### config.mk
export PLATFORM = sky130hd
export DESIGN_NAME = ex_div_unit
export DESIGN_NICKNAME = d
export VERILOG_FILES = /design/src/rtl/ex_div_unit.sv
export SDC_FILE = /design/constraint.sdc
export NUM_CORES = 1
export LEC_CHECK = 0
export CORE_MARGIN = 3
export CORE_UTILIZATION = 49
export DETAILED_ROUTE_END_ITERATION = 12
export PLACE_DENSITY = 0.75
export REMOVE_ABC_BUFFERS = 1
export SKIP_CTS_REPAIR_TIMING = 1
export SLEW_MARGIN = 20
export SYNTH_ARGS = -nofsm -noshare
export SYNTH_HDL_FRONTEND = slang
export SYNTH_SLANG_ARGS = --single-unit
export TNS_END_PERCENT = 10
### constraint.sdc
create_clock -name clk -period 9.2 [get_ports clk]
set_input_delay 2.76 -clock clk [delete_from_list [all_inputs] [get_ports clk]]
set_output_delay 2.76 -clock clk [all_outputs]
set_load 0.02 [all_outputs]
### src/rtl/ex_div_unit.sv
// ex_div_unit: iterative restoring 32-bit divider for EX with stall/ready handshake
// Ports: clk, rst (async, active-high); EX_div_en/op/src1/src2 issue a divide;
// flush kills the in-flight divide; div_stall holds IF/ID/EX while iterating;
// div_ready pulses for one cycle with div_result (quotient or remainder).
// Optional build macro DIV_FAST_PATH_EN: zero divisor or |src1| < |src2| finish in one cycle.
module ex_div_unit #(
    parameter int DIV_W = 32
) (
    input  logic             clk,
    input  logic             rst,
    input  logic             EX_div_en,
    input  logic [1:0]       EX_div_op,
    input  logic [DIV_W-1:0] EX_div_src1,
    input  logic [DIV_W-1:0] EX_div_src2,
    input  logic             flush,
    output logic             div_stall,
    output logic             div_ready,
    output logic [DIV_W-1:0] div_result
);
    localparam int CW = $clog2(DIV_W);
    typedef enum logic [1:0] {IDLE, BUSY, DONE} state_t;
    state_t state, state_n;
    logic [CW-1:0] cnt;
    logic rem_sel, qs, rs, dz, s1, s2, start, fast, last;
    logic [DIV_W-1:0] src1_q, dvs, a, b, q, r, res, fres;
    logic [2*DIV_W-1:0] rq, rq_n;
    logic [DIV_W:0] t;
    assign start = state == IDLE && EX_div_en && !flush;
    assign last = cnt == CW'(DIV_W - 1);
    assign s1 = !EX_div_op[1] && EX_div_src1[DIV_W-1];
    assign s2 = !EX_div_op[1] && EX_div_src2[DIV_W-1];
    assign a = s1 ? -EX_div_src1 : EX_div_src1;
    assign b = s2 ? -EX_div_src2 : EX_div_src2;
`ifdef DIV_FAST_PATH_EN
    assign fast = b == '0 || a < b;
`else
    assign fast = 1'b0;
`endif
    // One restoring step: the shifted remainder needs 33 bits for the trial subtract.
    assign t = rq[2*DIV_W-1:DIV_W-1] - {1'b0, dvs};
    assign rq_n = t[DIV_W] ? {rq[2*DIV_W-2:0], 1'b0} : {t[DIV_W-1:0], rq[DIV_W-2:0], 1'b1};
    assign q = rq_n[DIV_W-1:0];
    assign r = rq_n[2*DIV_W-1:DIV_W];
    // Zero divisor bypasses the sign fix; remainder is the raw dividend.
    assign res = dz ? (rem_sel ? src1_q : '1) : rem_sel ? (rs ? -r : r) : (qs ? -q : q);
    // Fast path only fires when quotient is 0 (or all ones for /0) and remainder is src1.
    assign fres = EX_div_op[0] ? EX_div_src1 : (b == '0 ? '1 : '0);
    assign div_stall = !rst && (start || (state == BUSY && !flush));
    assign div_ready = state == DONE && !flush;
    always_comb begin
        state_n = flush ? IDLE :
                  state == IDLE ? (start ? (fast ? DONE : BUSY) : IDLE) :
                  state == BUSY ? (last ? DONE : BUSY) : IDLE;
    end
    always_ff @(posedge clk or posedge rst) begin
        if (rst) state <= IDLE;
        else state <= state_n;
    end
    always_ff @(posedge clk or posedge rst) begin
        if (rst) begin
            cnt <= '0;
            rq <= '0;
            rem_sel <= 1'b0;
            qs <= 1'b0;
            rs <= 1'b0;
            dz <= 1'b0;
            src1_q <= '0;
            dvs <= '0;
            div_result <= '0;
        end else if (flush) begin
            cnt <= '0;
        end else if (start) begin
            cnt <= '0;
            rq <= {{DIV_W{1'b0}}, a};
            rem_sel <= EX_div_op[0];
            qs <= s1 ^ s2;
            rs <= s1;
            dz <= EX_div_src2 == '0;
            src1_q <= EX_div_src1;
            dvs <= b;
            if (fast) div_result <= fres;
        end else if (state == BUSY) begin
            rq <= rq_n;
            cnt <= cnt + 1'b1;
            if (last) div_result <= res;
        end
    end
endmodule
==> results of run 1 <==
state kept, by name, indices dropped and copies added (netlist names):
name        cells
src1_q         32
state           2
cnt             5
rs              1
rq             64
dvs            32
qs              1
rem_sel         1
div_result     32
dz              1
final cells by class:
| type | count | area [um^2] | share of cell area, % |
|---|---|---|---|
| flip-flops and latches | 171 | 4280 | 29.6 |
| clock buffers | 20 | 457 | 3.16 |
| multi-input cells | 1273 | 7870 | 54.4 |
| repair buffers | 112 | 1100 | 7.59 |
| inverters | 60 | 230 | 1.59 |
| well taps | 330 | 413 | 2.85 |
| clock inverters | 12 | 126 | 0.873 |
logic make-up (layout without fill, tap and decap cells):
logic type	after synthesis	after routing
AND/OR/NAND/NOR	582	582
AO/OA/AOI/OAI	487	487
flip-flops	171	171
buffers and inverters	144	204
XOR/XNOR	124	124
multiplexers	41	41
adder cells (fa/ha/maj)	39	39
metrics by stage:
stage | hold WS (ns) | util (%) | total power (uW) | cells | setup WS (ns)
4_1_cts | 0.478 | 56.9 | 4690 | 1978 | 1.86
3_3_place_gp | 0.457 | 54.6 | 3890 | 1946 | 1.91
6_report | 0.479 | 57.0 | 4730 | 1978 | 1.84
2_1_floorplan | 0.438 | - | 3260 | 1504 | 1.81
5_1_grt | 0.494 | 57.0 | 5070 | 1978 | 1.80
3_5_place_dp | 0.460 | 54.6 | 3950 | 1946 | 1.88
cell usage after synthesis (5+ instances only):
cell type	n	area (um^2)
clkbuf_8	5	68.8
nor2b_1	10	62.6
and3_1	5	31.3
buf_1	5	18.8
o211ai_1	5	37.5
nor4_1	16	100
nand4_1	13	81.3
a21o_1	15	113
o221ai_1	10	87.6
a211oi_1	7	52.6
a31oi_1	19	119
mux2i_1	29	290
buf_2	9	45.0
or4_1	10	75.1
a22oi_1	7	52.6
o21ai_0	189	946
o41ai_1	12	105
nor3_1	40	200
a41oi_1	6	52.6
nand3_1	19	95.1
a21oi_1	89	445
o21a_1	5	37.5
clkbuf_1	58	218
or3_1	18	113
o31ai_1	31	233
or2_2	8	50.1
o22ai_1	15	93.8
a21boi_0	9	67.6
inv_1	57	214
a21oi_2	5	43.8
buf_6	5	56.3
ha_1	38	475
nand2_1	296	1110
xnor2_1	76	666
mux2_2	10	113
o21ai_1	9	45.0
a22o_1	5	43.8
dfrtp_1	171	4280
nor2_1	98	368
xor2_1	47	412
and2_1	11	68.8
nand2b_1	15	93.8
critical path, stage by stage:
cell and delay [ns]:
clkdlybuf4s50_1 0.62, or2_2 0.48, nor2_1 0.11, clkdlybuf4s50_1 0.61
per-layer routing:
layer	global-route usage (%)	up-vias	wire [um]
li1	-	5771	-
met1	35.1	5782	15700
met2	43.4	461	17800
met3	3.33	85	2320
met4	9.71	0	1220
met5	0	-	0
power breakdown:
part	leakage, uW	switching (uW)	total (uW)	internal, uW
registers	0.00224	195	1090	897
logic	0.00360	1790	2910	1120
clock network	0.000286	339	735	396
final timing paths:
| path | startpoint | endpoint | slack [ns] | cells past startpoint |
|---|---|---|---|---|
| worst max-delay path | flush | div_stall | 1.84 | 4 |
| worst min register to register | src1_q[8]$_DFFE_PP0P_ | src1_q[8]$_DFFE_PP0P_ | 0.48 | 2 |
| max in group asynchronous | rst | dvs[23]$_DFFE_PP0P_ | 5.14 | 3 |
| min in group asynchronous | rst | div_result[0]$_DFFE_PP0P_ | 2.79 | 2 |
| worst max register to register | rq[31]$_DFFE_PP0P_ | div_result[28]$_DFFE_PP0P_ | 3.20 | 19 |
| worst min-delay path | src1_q[8]$_DFFE_PP0P_ | src1_q[8]$_DFFE_PP0P_ | 0.48 | 2 |
==> results_dict.tcl, run 1 <==
set metrics [dict create \
    synth.avg_cell_area_um2 8.04 \
    clock_path_buffers 2 \
    cts_root_buf "clkbuf_16" \
    die_h_um 167 \
    clk_pin_slew_ns 0.08 \
    clock_skew_ns 0.0133 \
    synth_top_family_by_area "compound AO/OA/AOI/OAI gates" \
    core_um2 25400 \
    max_slew_margin_pct 28.6 \
    synthArstFlopShare_pct 100 \
    cp.required_ns 6.44 \
    hold_class "reg -> reg" \
    yosys-mux-area-fraction_pct 3.37 \
    synth_seq_area_share_pct 33.5 \
    grt_pass1_vias 11849 \
    dieWidth_um 167 \
    yosys.area_share.simple_pct 21.0 \
    setup.worst_path.end_class "primary output" \
    wire_per_inst_um 18.7 \
    maxCapViolCount 0 \
    fin_area_um2 14500 \
    status "finished, final reports clean" \
    min_period_ns 7.36 \
    slew_violations 0 \
    fin_nets 1744 \
    peakVddDrop_uv 167 \
    n_antenna_cell 0 \
    ant_nets 0 \
    dr.first_iter.drc_count 963 \
    setup_viol 0 \
    cp_max_fo 11 \
    gp_congestion 0.877 \
    syn2layout_area_growth_pct 13.3 \
    dr.pass1.iters 6 \
    rsz0062_at_grt "no" \
    initial_core_util_pct 50.3 \
    via_count 12099 \
    drc 0 \
    cts.sinks 171 \
    grt_pass1_wl_um 60300 \
    yosysUniqueCellTypes 94 \
    path_class "in -> out" \
    viasPerCell 6.12 \
    rows 58 \
    synthXorXnorAreaFrac_pct 8.56 \
    yosysWarnings 0 \
    timing.final.crit_share_pct 80.0 \
    fin_tns_setup_ns 0 \
    most-common-layout-cells "nand2_1 (295), o21ai_0 (189), dfrtp_1 (171), clkdlybuf4s50_1 (103), nor2_1 (98)" \
    p_per_area_nw_per_um2 327 \
    drive_gt1_share_pct 6.55 \
    ys_seq_elements 171 \
    layout_commonest_cell "nand2_1" \
    cts_buffers 17 \
    placed_area_um2 13900 \
    arrival_ns 4.60 \
    synth_edf_count 0 \
    nFillCells 2394 \
    hold_viol_final 0 \
    power.leakage_uw 0.00613 \
    cts_tree "yes" \
    wl_um 37100 \
    grt_usage_pct 26.1 \
    syn_area_um2 12800 \
    synth-compound-area-share_pct 24.6 \
    synth_ff_type "dfrtp_1" \
    grt_overflow 0 \
    clk_latency_ns 0.44 \
    grt_max_degree 94 \
    htree_levels 4 \
    start_kind "input pin" \
    dieArea_um2 28000 \
    dp_hpwl_um 26700 \
    synth_cells 1588 \
    io_buffers 103 \
    synth-adder-area-share_pct 3.88 \
    io-pin-count 104 \
    fmax_mhz 136 \
    grt_antenna_before_repair 0 \
    max_slew.worst_pin.slew_ns 1.07 \
]
Note: power is estimated with default switching activity, not from simulation.
==> run 2, diff against run 1 <==
Clock period 9.2 ns to 6.9 ns, I/O delays scaled along.
==> run 2 against run 1 <==
Effect of this change: wire length is 0.30% lower; clock skew hardly changed; sequential power is 34% higher; setup slack worse by 0.91 ns; core utilization is 0.24 points higher; global-route usage is 0.35 points higher; sequential cell count stayed put; combinational power is 34% higher; count of clock-buffer cells in the layout is 2 lower; critical path depth stayed put; die area stayed put; critical path type unchanged; critical endpoint unchanged; largest cell class unchanged; highest routed layer unchanged.
==> results_dict.tcl, run 2 (synthesis gave the netlist of run 1 again) <==
set metrics [dict create \
    drc 0 \
    viasPerCell 6.07 \
    fin_area_um2 14500 \
    cp_max_fo 11 \
    max_slew_margin_pct 27.8 \
    top_register "rq" \
    hold_class "reg -> reg" \
    dieArea_um2 28000 \
    grt_antenna_before_repair 0 \
    wire_per_inst_um 18.6 \
    cp.required_ns 4.83 \
    die_h_um 167 \
    layout_commonest_cell "nand2_1" \
    crit_path_start "flush" \
    rr_startpoint "rq[31]$_DFFE_PP0P_" \
    grt_max_degree 89 \
    clk_latency_ns 0.45 \
    cts.sinks 171 \
    cts_buffers 17 \
    placed_area_um2 13900 \
    core_um2 25400 \
    drive_gt1_share_pct 6.89 \
    min_period_ns 5.97 \
    hold_viol_final 0 \
    rows 58 \
    status "finished, final reports clean" \
    io-pin-count 104 \
    htree_levels 4 \
    dr.first_iter.drc_count 1050 \
    hold_ws_ns 0.475 \
    worst_slack_ns 0.932 \
    dp_hpwl_um 27000 \
    peakVddDrop_uv 242 \
    dr.pass1.iters 5 \
    fin_nets 1751 \
    gp_congestion 0.927 \
    power.leakage_uw 0.00617 \
    maxCapViolCount 0 \
    syn2layout_area_growth_pct 13.8 \
    clk_pin_slew_ns 0.08 \
    rsz0062_at_grt "no" \
    most-common-layout-cells "nand2_1 (295), o21ai_0 (189), dfrtp_1 (170), clkdlybuf4s50_1 (103), nor2_1 (98)" \
    wl_um 37000 \
    grt_overflow 0 \
    place_ws_ns 0.956 \
    io_buffers 103 \
    ant_nets 0 \
    via_count 12039 \
    hold_path.startpoint "src1_q[8]$_DFFE_PP0P_" \
    dieWidth_um 167 \
    cts_root_buf "clkbuf_16" \
    fin_tns_setup_ns 0 \
    clock_skew_ns 0.0129 \
    fmax_mhz 168 \
    cts_tree "yes" \
    p_per_area_nw_per_um2 438 \
    timing.final.crit_share_pct 86.5 \
    grt_pass1_vias 11825 \
    slew_violations 0 \
    n_antenna_cell 0 \
    arrival_ns 3.90 \
    setup_viol 0 \
    clock_path_buffers 2 \
    max_slew.worst_pin.slew_ns 1.08 \
    initial_core_util_pct 50.3 \
    path_class "in -> out" \
    grt_pass1_wl_um 60800 \
    largest_reg_flops 64 \
    setup.worst_path.end_class "primary output" \
    fin_util_pct 57.2 \
    start_kind "input pin" \
    grt_usage_pct 26.5 \
]
==> run 2: cell count changes in the layout (fill, tap and decap cells not counted), sizes merged <==
cell      delta
buf          +7
clkbuf       -2
bufinv       +1
clkinv       +1
clkinvlp     -1
==> run 2: final cells by class <==
type	count	area [um^2]
sequential	171	4280
timing repair buffer	119	1150
fill	2330	10900
clock inverter	13	156
clock buffer	18	439
multi-input combinational	1273	7860
inverter	60	230
tap	330	413
==> run 2: path summary, 6_finish.rpt <==
check                                                   to  slack, ns  cells after the start
worst min register to register       src1_q[8]$_DFFE_PP0P_       0.48                      2
worst max register to register  div_result[28]$_DFFE_PP0P_       1.62                     20
worst min-delay path                 src1_q[8]$_DFFE_PP0P_       0.48                      2
worst max-delay path                             div_stall       0.93                      4
max in group asynchronous              dvs[25]$_DFFE_PP0P_       3.58                      3
min in group asynchronous        div_result[3]$_DFFE_PP0P_       2.17                      2
==> run 2: metrics by stage <==
step	std cells	power, uW
6_report	1984	6360
3_3_place_gp	1953	5220
3_5_place_dp	1953	5290
5_1_grt	1984	6820
4_1_cts	1984	6310
2_1_floorplan	1504	4350
==> run 2: metal layers <==
layer,wire length [um],global-route usage (%),vias up
met1,15900,35.4,5749
met5,0,0,-
met4,1100,10.3,0
met2,17700,43.4,420
met3,2250,4.08,89
li1,-,-,5781
==> run 2: where the power goes <==
part | switching, uW | internal [uW]
Clock | 449 | 552
Sequential | 259 | 1200
Combinational | 2400 | 1510
==> run 2: critical path, stage by stage <==
cell	delay (ns)
clkdlybuf4s50_1	0.62
or2_2	0.48
nor2_1	0.11
clkdlybuf4s50_1	0.61
==> run 3, diff against run 2 <==
Clock period 6.9 ns to 6.7 ns, I/O delays scaled along.
==> run 3 against run 2 <==
Effect of this change: largest power group unchanged; total power increased by 2.8%; combinational power grew 2%; critical path depth did not move; highest routed layer unchanged; worst hold slack better by 0.0049 ns; design area up 0.11%; global-route usage decreased by 0.22 points; clock skew down 0.00072 ns; non-clock buffer count unchanged; core utilization up 0.064 points.
==> results_dict.tcl, run 3 (synthesis gave the netlist of run 1 again) <==
set metrics [dict create \
    cts_tree "yes" \
    initial_core_util_pct 50.3 \
    rsz0062_at_grt "no" \
    ant_nets 0 \
    dieWidth_um 167 \
    clk_latency_ns 0.44 \
    peakVddDrop_uv 331 \
    grt_usage_pct 26.3 \
    hold_class "reg -> reg" \
    dr.pass1.iters 5 \
    via_count 12135 \
    r2r.worst_path.cells 20 \
    setup.worst_path.end_class "primary output" \
    worst_slack_ns 0.858 \
    clk_pin_slew_ns 0.07 \
    largest_reg_flops 64 \
    power.internal_uw 3370 \
    htree_levels 4 \
    clock_skew_ns 0.0122 \
    max_slew.worst_pin.slew_ns 1.07 \
    placed_area_um2 13900 \
    viasPerCell 6.11 \
    top_register "rq" \
    power.share.sequential_pct 23.0 \
    fin_area_um2 14500 \
    grt_pass1_vias 11645 \
    power.switching_uw 3170 \
    most-common-layout-cells "nand2_1 (295), o21ai_0 (189), dfrtp_1 (171), clkdlybuf4s50_1 (103), nor2_1 (98)" \
    min_path_cells 2 \
    grt_pass1_wl_um 60300 \
    core_um2 25400 \
    clock_path_buffers 2 \
    hold_viol_final 0 \
    rows 58 \
    power.leakage_uw 0.00618 \
    die_h_um 167 \
    arrival_ns 3.83 \
    syn2layout_area_growth_pct 13.9 \
    min_period_ns 5.84 \
    slew_violations 0 \
    rr_startpoint "rq[31]$_DFFE_PP0P_" \
    path_class "in -> out" \
    cts_root_buf "clkbuf_16" \
    n_antenna_cell 0 \
    switching_share_pct 48.5 \
    wire_per_inst_um 18.6 \
    grt_max_degree 114 \
    ff2ff_setup_slack_ns 1.52 \
    post-layout-total-power_uw 6540 \
    cp_max_fo 11 \
    drive_gt1_share_pct 6.89 \
    layout_commonest_cell "nand2_1" \
    setup_viol 0 \
    dp_hpwl_um 27000 \
    gp_congestion 0.911 \
    io-pin-count 104 \
    status "finished, final reports clean" \
    grt_antenna_before_repair 0 \
    cts.sinks 171 \
    maxCapViolCount 0 \
    max_slew_margin_pct 28.7 \
    place_ws_ns 0.878 \
    fin_nets 1751 \
    p_per_area_nw_per_um2 449 \
    timing.final.crit_share_pct 87.2 \
    p_clk_share_pct 15.9 \
    drc 0 \
    dieArea_um2 28000 \
    hold_path_end "src1_q[3]$_DFFE_PP0P_" \
    fin_tns_setup_ns 0 \
    hold_path.startpoint "src1_q[3]$_DFFE_PP0P_" \
    fmax_mhz 171 \
    power_frac_comb_pct 61.1 \
    cp.required_ns 4.69 \
    grt_overflow 0 \
    start_kind "input pin" \
    r2r-end "div_result[28]$_DFFE_PP0P_" \
    dr.first_iter.drc_count 1143 \
    wl_um 36900 \
    cts_buffers 17 \
    hold_ws_ns 0.480 \
    io_buffers 103 \
]
[run 3: cell type report]
cell class	instances	area (um^2)
clock inverters	12	151
clock buffers	20	457
repair buffers	119	1150
multi-input cells	1273	7860
flip-flops and latches	171	4280
well taps	330	413
fillers	2335	10900
inverters	60	233
[run 3: worst max-delay path by stage]
stage               startpoint                 end  slack, ns
finish                   flush           div_stall       0.86
global route             flush           div_stall       0.79
CTS                      flush           div_stall       0.85
detailed placement       flush           div_stall       0.88
global placement         flush           div_stall       0.88
floorplan                  rst  cnt[0]$_DFFE_PP0P_       0.06
[run 3: power groups by stage]
stage,combinational (uW),clock (uW),sequential (uW)
floorplan,3050,0,1420
global placement,3860,0,1500
detailed placement,3920,0,1510
CTS,3950,1050,1490
global route,4410,1090,1530
finish,3990,1040,1500
[run 3: metrics by stage]
stage / std cells / util [%]
after global routing: 1985 / 57.3
after global placement: 1953 / 54.9
after CTS: 1985 / 57.2
final: 1985 / 57.3
after detailed placement: 1953 / 54.9
after floorplan: 1504 / -
[run 3: critical path, cell delays in order]
cell	delay, ns
clkdlybuf4s50_1	0.61
or2_2	0.48
nor2_1	0.12
clkdlybuf4s50_1	0.61
[run 3: layer usage]
metal  routed length, um  up-vias  GRT usage [%]
li1                    -     5780              -
met1               15900     5831           35.1
met2               17700      435           43.5
met3                2120       89           4.04
met4                1210        0           9.39
met5                   0        -              0
==> patch 1: new RTL, settings of run 3 <==
Re-encode `state_t` (3 states) as one-hot, 3 bits wide.
--- a/src/rtl/ex_div_unit.sv
+++ b/src/rtl/ex_div_unit.sv
@@ -19,5 +19,5 @@
 );
     localparam int CW = $clog2(DIV_W);
-    typedef enum logic [1:0] {IDLE, BUSY, DONE} state_t;
+    typedef enum logic [2:0] {IDLE = 3'b001, BUSY = 3'b010, DONE = 3'b100} state_t;
     state_t state, state_n;
     logic [CW-1:0] cnt;
Check against the original RTL: no difference found for any inputs over 4 cycles, from zero or initial values and one cycle with rst high; so few cycles prove little.
==> patch 1 against run 3 <==
Worst setup slack improved by 51 ps. Synthesized cell count rose by 0.31%. Critical endpoint is now div_result[22]$_DFFE_PP0P_. Area after synthesis fell by 0.60%. Final cell count barely moved. Final area fell by 0.53%. First-iteration DRC count fell by 2.2%. Routed wire length rose by 0.33%. Sequential cell count rose by 1.
Power is not compared: it rests on default switching activity, and its combinational part moved more than twofold at a synthesized area within 25%.
==> patch 1: results (changes against run 3) <==
SYNTH
--------------------------------------------------------------------------------------
Most used standard cells in the synthesized netlist                       sky130_fd_sc_hd__nand2_1, sky130_fd_sc_hd__dfrtp_1, sky130_fd_sc_hd__o21ai_0
Register area share after synthesis                                              0.339   +0.00408
Mean cell area of the mapped netlist                                          7.97 um2   -0.91%

GLOBAL ROUTE
--------------------------------------------------------------------------------------
Global-route wire length before repair                                         60.4 mm   +0.15%
Met1 usage                                                                       0.343   -0.00787
Number of antenna violations at the first check in global routing                    1   +1
Met3 Use GR                                                                     0.0470   +0.00663
Tot GR Track Use                                                                 0.262   -0.000917
Largest net degree at the start of global routing                                  104   -8.8%

CELLS AND AREA
--------------------------------------------------------------------------------------
Share of post-route cells with drive strength above 1                           0.0580   -0.0108
Total Nets Final                                                                 1,750   -0.057%
Multi-input comb cells                                                           1,277   +0.31%
Layout non-clock buf frac                                                       0.0790   -0.0000940
Share of the final layout cell area in multi-input gates                         0.541   about the same
Number of filler cells placed in the layout                                      2,270   -2.8%
Clock buffers                                                                       18   -10%
Fraction of area in registers                                                    0.298   +0.00339
Clock tree cell share of total cell area                                        0.0387   -0.00306

ROUTE
--------------------------------------------------------------------------------------
Total routed wirelength                                                        37.0 mm   +0.33%
DRC marker count from the first detailed-route iteration                         1,118   -2.2%
Top routing layer in use                                                          met5
Met3 routed WL                                                                 2.31 mm   +9.0%
Via total after detailed routing                                                12,146   +0.091%
Routed wl met2                                                                 17.9 mm   +1.1%
Routed length on met1                                                          16.0 mm   +0.68%
Routed WL per cell                                                             18.7 um   +0.38%

PLACED DESIGN
--------------------------------------------------------------------------------------
Routability congestion estimate from global placement                            0.917   +0.60%
Detailed-placement wirelength estimate                                         26.6 mm   -1.5%
Cells after DPL                                                                  1,952   -0.051%

CRITICAL PATH
--------------------------------------------------------------------------------------
Maximum fanout along the worst path                                                 37   +26
Delay contributed by the slowest stage of the critical path                     630 ps   +20 ps
Library cell contributing the largest single delay on the critical path   sky130_fd_sc_hd__nor2_8

TIMING
--------------------------------------------------------------------------------------
Setup clock skew after layout                                                  15.5 ps   +3.27 ps
Transition time at the pin with the least slew margin                           980 ps   -89.1 ps
Tcrit/Tclk final                                                                 0.864   -0.00757

STATUS
--------------------------------------------------------------------------------------
Run status                                                                   completed

-- patch 1: changes by cell type after synthesis, sizes merged, moves of 8 or more --
cell	before	now
nand2	297	321
nand3	20	30
o211ai	6	16
nor2	99	113
o21ai	202	170
a31oi	19	36
nor4	17	28
a21boi	10	1
a21o	15	7
nor3	43	25
-- patch 1: path summary, 6_finish.rpt --
path | start | endpoint | slack (ps)
min | src1_q[25]$_DFFE_PP0P_ | src1_q[25]$_DFFE_PP0P_ | 480
max in group asynchronous | rst | rq[58]$_DFFE_PP0P_ | 3450
min reg2reg | src1_q[25]$_DFFE_PP0P_ | src1_q[25]$_DFFE_PP0P_ | 480
min in group asynchronous | rst | div_result[6]$_DFFE_PP0P_ | 2140
max | rq[31]$_DFFE_PP0P_ | div_result[22]$_DFFE_PP0P_ | 910
max reg2reg | rq[31]$_DFFE_PP0P_ | div_result[22]$_DFFE_PP0P_ | 910
-- patch 1: per-stage QoR --
stage,total power [uW],worst slack (ps),setup TNS [ps]
after CTS,3280,932,0
after global routing,3460,532,0
after floorplan,2010,-1600,-14280
after global placement,2290,980,0
final,3280,909,0
after detailed placement,2310,937,0
-- patch 1: logic make-up after synthesis --
kind of cell | Yosys count | share of synthesized area
compound gates | 458 | 0.234
xor+xnor | 128 | 0.0883
fa+ha+maj | 39 | 0.0390
buf+inv | 144 | 0.0465
flops | 172 | 0.339
mux | 35 | 0.0292
simple gates | 617 | 0.224
-- patch 1: critical path, delay by kind of cell, from the launching register on --
family                     cells  cell delay (ps)
adders and majority gates      3              850
DFF                            1              500
and+or+nand+nor                5             1600
muxes                          1              380
AOI/OAI and AO/OA              9             2150
buffers and inverters          2              160
==> patch 2: new RTL, config.mk and constraints of run 3 <==
Made on the original files. Build with the macro `DIV_FAST_PATH_EN` defined.
--- a/src/rtl/ex_div_unit.sv
+++ b/src/rtl/ex_div_unit.sv
@@ -4,4 +4,6 @@
 // div_ready pulses for one cycle with div_result (quotient or remainder).
 // Optional build macro DIV_FAST_PATH_EN: zero divisor or |src1| < |src2| finish in one cycle.
+`define DIV_FAST_PATH_EN
+
 module ex_div_unit #(
     parameter int DIV_W = 32
Behaviour: not the same (Yosys sat finds a counterexample within 4 cycles, from zero or initial values and one cycle with rst high).
==> patch 2 against run 3 <==
Routed wire length rose by 37%. Combinational power decreased by 46%. Worst setup slack lost 440 ps. Worst hold slack worse by 6.4 ps. Power down 27%. Sequential cell count did not move. Area after synthesis increased by 15%. Core utilization rose by 0.83 points. Via count increased by 27%. Final area rose by 16%. Sequential power rose by 6%. Global-route usage grew 4.9 points. Largest power group unchanged. Highest routed layer unchanged.
==> patch 2: results (changes against run 3) <==
STATUS
-----------------------------------------------------------------------------------------------------
Run status                                                                                  completed

PLACED DESIGN
-----------------------------------------------------------------------------------------------------
Total placed instance area                                                                 0.0164 mm2   +17%
Routability congestion estimate from global placement                                           0.957   +5.1%
Detailed-placement wirelength estimate                                                        38.3 mm   +42%
Worst setup slack before clock tree synthesis                                                  105 ps   -774 ps
Cells after DPL                                                                                 2,336   +20%

ROUTE
-----------------------------------------------------------------------------------------------------
Routed WL per cell                                                                            21.4 um   +15%
DRC marker count from the first detailed-route iteration                                        1,670   +46%
Routed length on met1                                                                         21.5 mm   +35%
Via density per instance                                                                         6.49   +6.2%
Routed wl met2                                                                                22.9 mm   +30%
First drt pass iteration count                                                                      6   +1

CRITICAL PATH
-----------------------------------------------------------------------------------------------------
Maximum fanout along the worst path                                                                15   +4
Cell class contributing the biggest share of worst-path delay                            simple AND/OR/NAND/NOR gates
Reg-to-Reg Start                                                                         dvs[0]$_DFFE_PP0P_
Delay contributed by the slowest stage of the critical path                                    490 ps   -120 ps
Endpoint of the most critical register-to-register path                                  div_result[26]$_DFFE_PP0P_
First element of the critical path                                                       EX_div_src1[1]
Depth of the worst register-to-register path                                                       22   +10%
Crit path to                                                                             div_result[23]$_DFFE_PP0P_

HOLD PATH
-----------------------------------------------------------------------------------------------------
Hold Crit Endpoint                                                                       src1_q[13]$_DFFE_PP0P_
Hold path startpoint                                                                     src1_q[13]$_DFFE_PP0P_

PWR
-----------------------------------------------------------------------------------------------------
Worst IR Drop VDD                                                                            0.210 mV   -37%
Leakage component of the power                                                             0.00718 uW   +16%

CELLS AND AREA
-----------------------------------------------------------------------------------------------------
Non-clk bufs                                                                                      172   +45%
Layout inverter count without the clock tree                                                       62   +3.3%
Total Nets Final                                                                                2,112   +21%
Share of post-route cells with drive strength above 1                                          0.0736   +0.00471
Area of the multi-input gates                                                             0.00978 mm2   +24%
Number of filler cells placed in the layout                                                     2,696   +15%
Multi-input comb cells                                                                          1,547   +22%

SYNTH
-----------------------------------------------------------------------------------------------------
Share of synthesized area spent on multiplexers                                                0.0388   +0.00507
Post-synthesis share of cell area spent on full adders, half adders and majority gates         0.0609   +0.0221
Register area share after synthesis                                                             0.291   -0.0443
Biggest area contributors in the synthesized netlist                                     sky130_fd_sc_hd__dfrtp_1, sky130_fd_sc_hd__nand2_1, sky130_fd_sc_hd__o21ai_0
Mean cell area of the mapped netlist                                                         7.76 um2   -3.5%
Complex-gate fraction of the synthesized area                                                   0.259   +0.0132
Most used standard cells in the synthesized netlist                                      sky130_fd_sc_hd__nand2_1, sky130_fd_sc_hd__o21ai_0, sky130_fd_sc_hd__dfrtp_1

GLOBAL ROUTE
-----------------------------------------------------------------------------------------------------
Vias in the first global route                                                                 14,309   +23%
Met1 usage                                                                                      0.428   +0.0769
Met3 Use GR                                                                                    0.0546   +0.0143
Met2 Track Usage GR                                                                             0.494   +0.0588

TIMING
-----------------------------------------------------------------------------------------------------
Transition time at the pin with the least slew margin                                         1100 ps   +28.0 ps
Highest clock frequency the design can meet                                                   159 MHz   -7.0%
Worst hold margin                                                                              474 ps   -6.36 ps

==> patch 2: cell types whose count changed after synthesis, moves of 17 or more <==
cell                              run 3  this run
sky130_fd_sc_hd__and3_1               5        22
sky130_fd_sc_hd__mux2i_1             29        48
sky130_fd_sc_hd__nor2_1              98       128
sky130_fd_sc_hd__clkbuf_1            58        90
sky130_fd_sc_hd__ha_1                38        70
sky130_fd_sc_hd__nand2_1            296       327
==> patch 2: worst register-to-register path, cell delays in order (launching register included) <==
cell                       delay, ps
sky130_fd_sc_hd__dfrtp_1         480
sky130_fd_sc_hd__ha_1            270
sky130_fd_sc_hd__fa_1            400
sky130_fd_sc_hd__nand2b_1        230
sky130_fd_sc_hd__a21oi_4         300
sky130_fd_sc_hd__o211ai_1        210
sky130_fd_sc_hd__a21oi_1         300
sky130_fd_sc_hd__o21a_1          320
sky130_fd_sc_hd__nor2_4           70
sky130_fd_sc_hd__inv_1           150
sky130_fd_sc_hd__nor2_1           60
sky130_fd_sc_hd__a21oi_1         260
sky130_fd_sc_hd__ha_1            270
sky130_fd_sc_hd__nand2_1          70
sky130_fd_sc_hd__or3_1           380
sky130_fd_sc_hd__nor4_1          410
sky130_fd_sc_hd__nand4b_1        150
sky130_fd_sc_hd__o41ai_1         360
sky130_fd_sc_hd__buf_4           210
sky130_fd_sc_hd__o21ai_0         150
sky130_fd_sc_hd__o21ai_0         340
sky130_fd_sc_hd__mux2i_1         250
sky130_fd_sc_hd__a21oi_1          80
==> patch 2: where the power goes <==
part | internal [uW] | total (uW) | switching, uW
clock | 564 | 1010 | 450
combinational | 866 | 2140 | 1270
sequential | 1300 | 1590 | 296
total | 2730 | 4740 | 2020
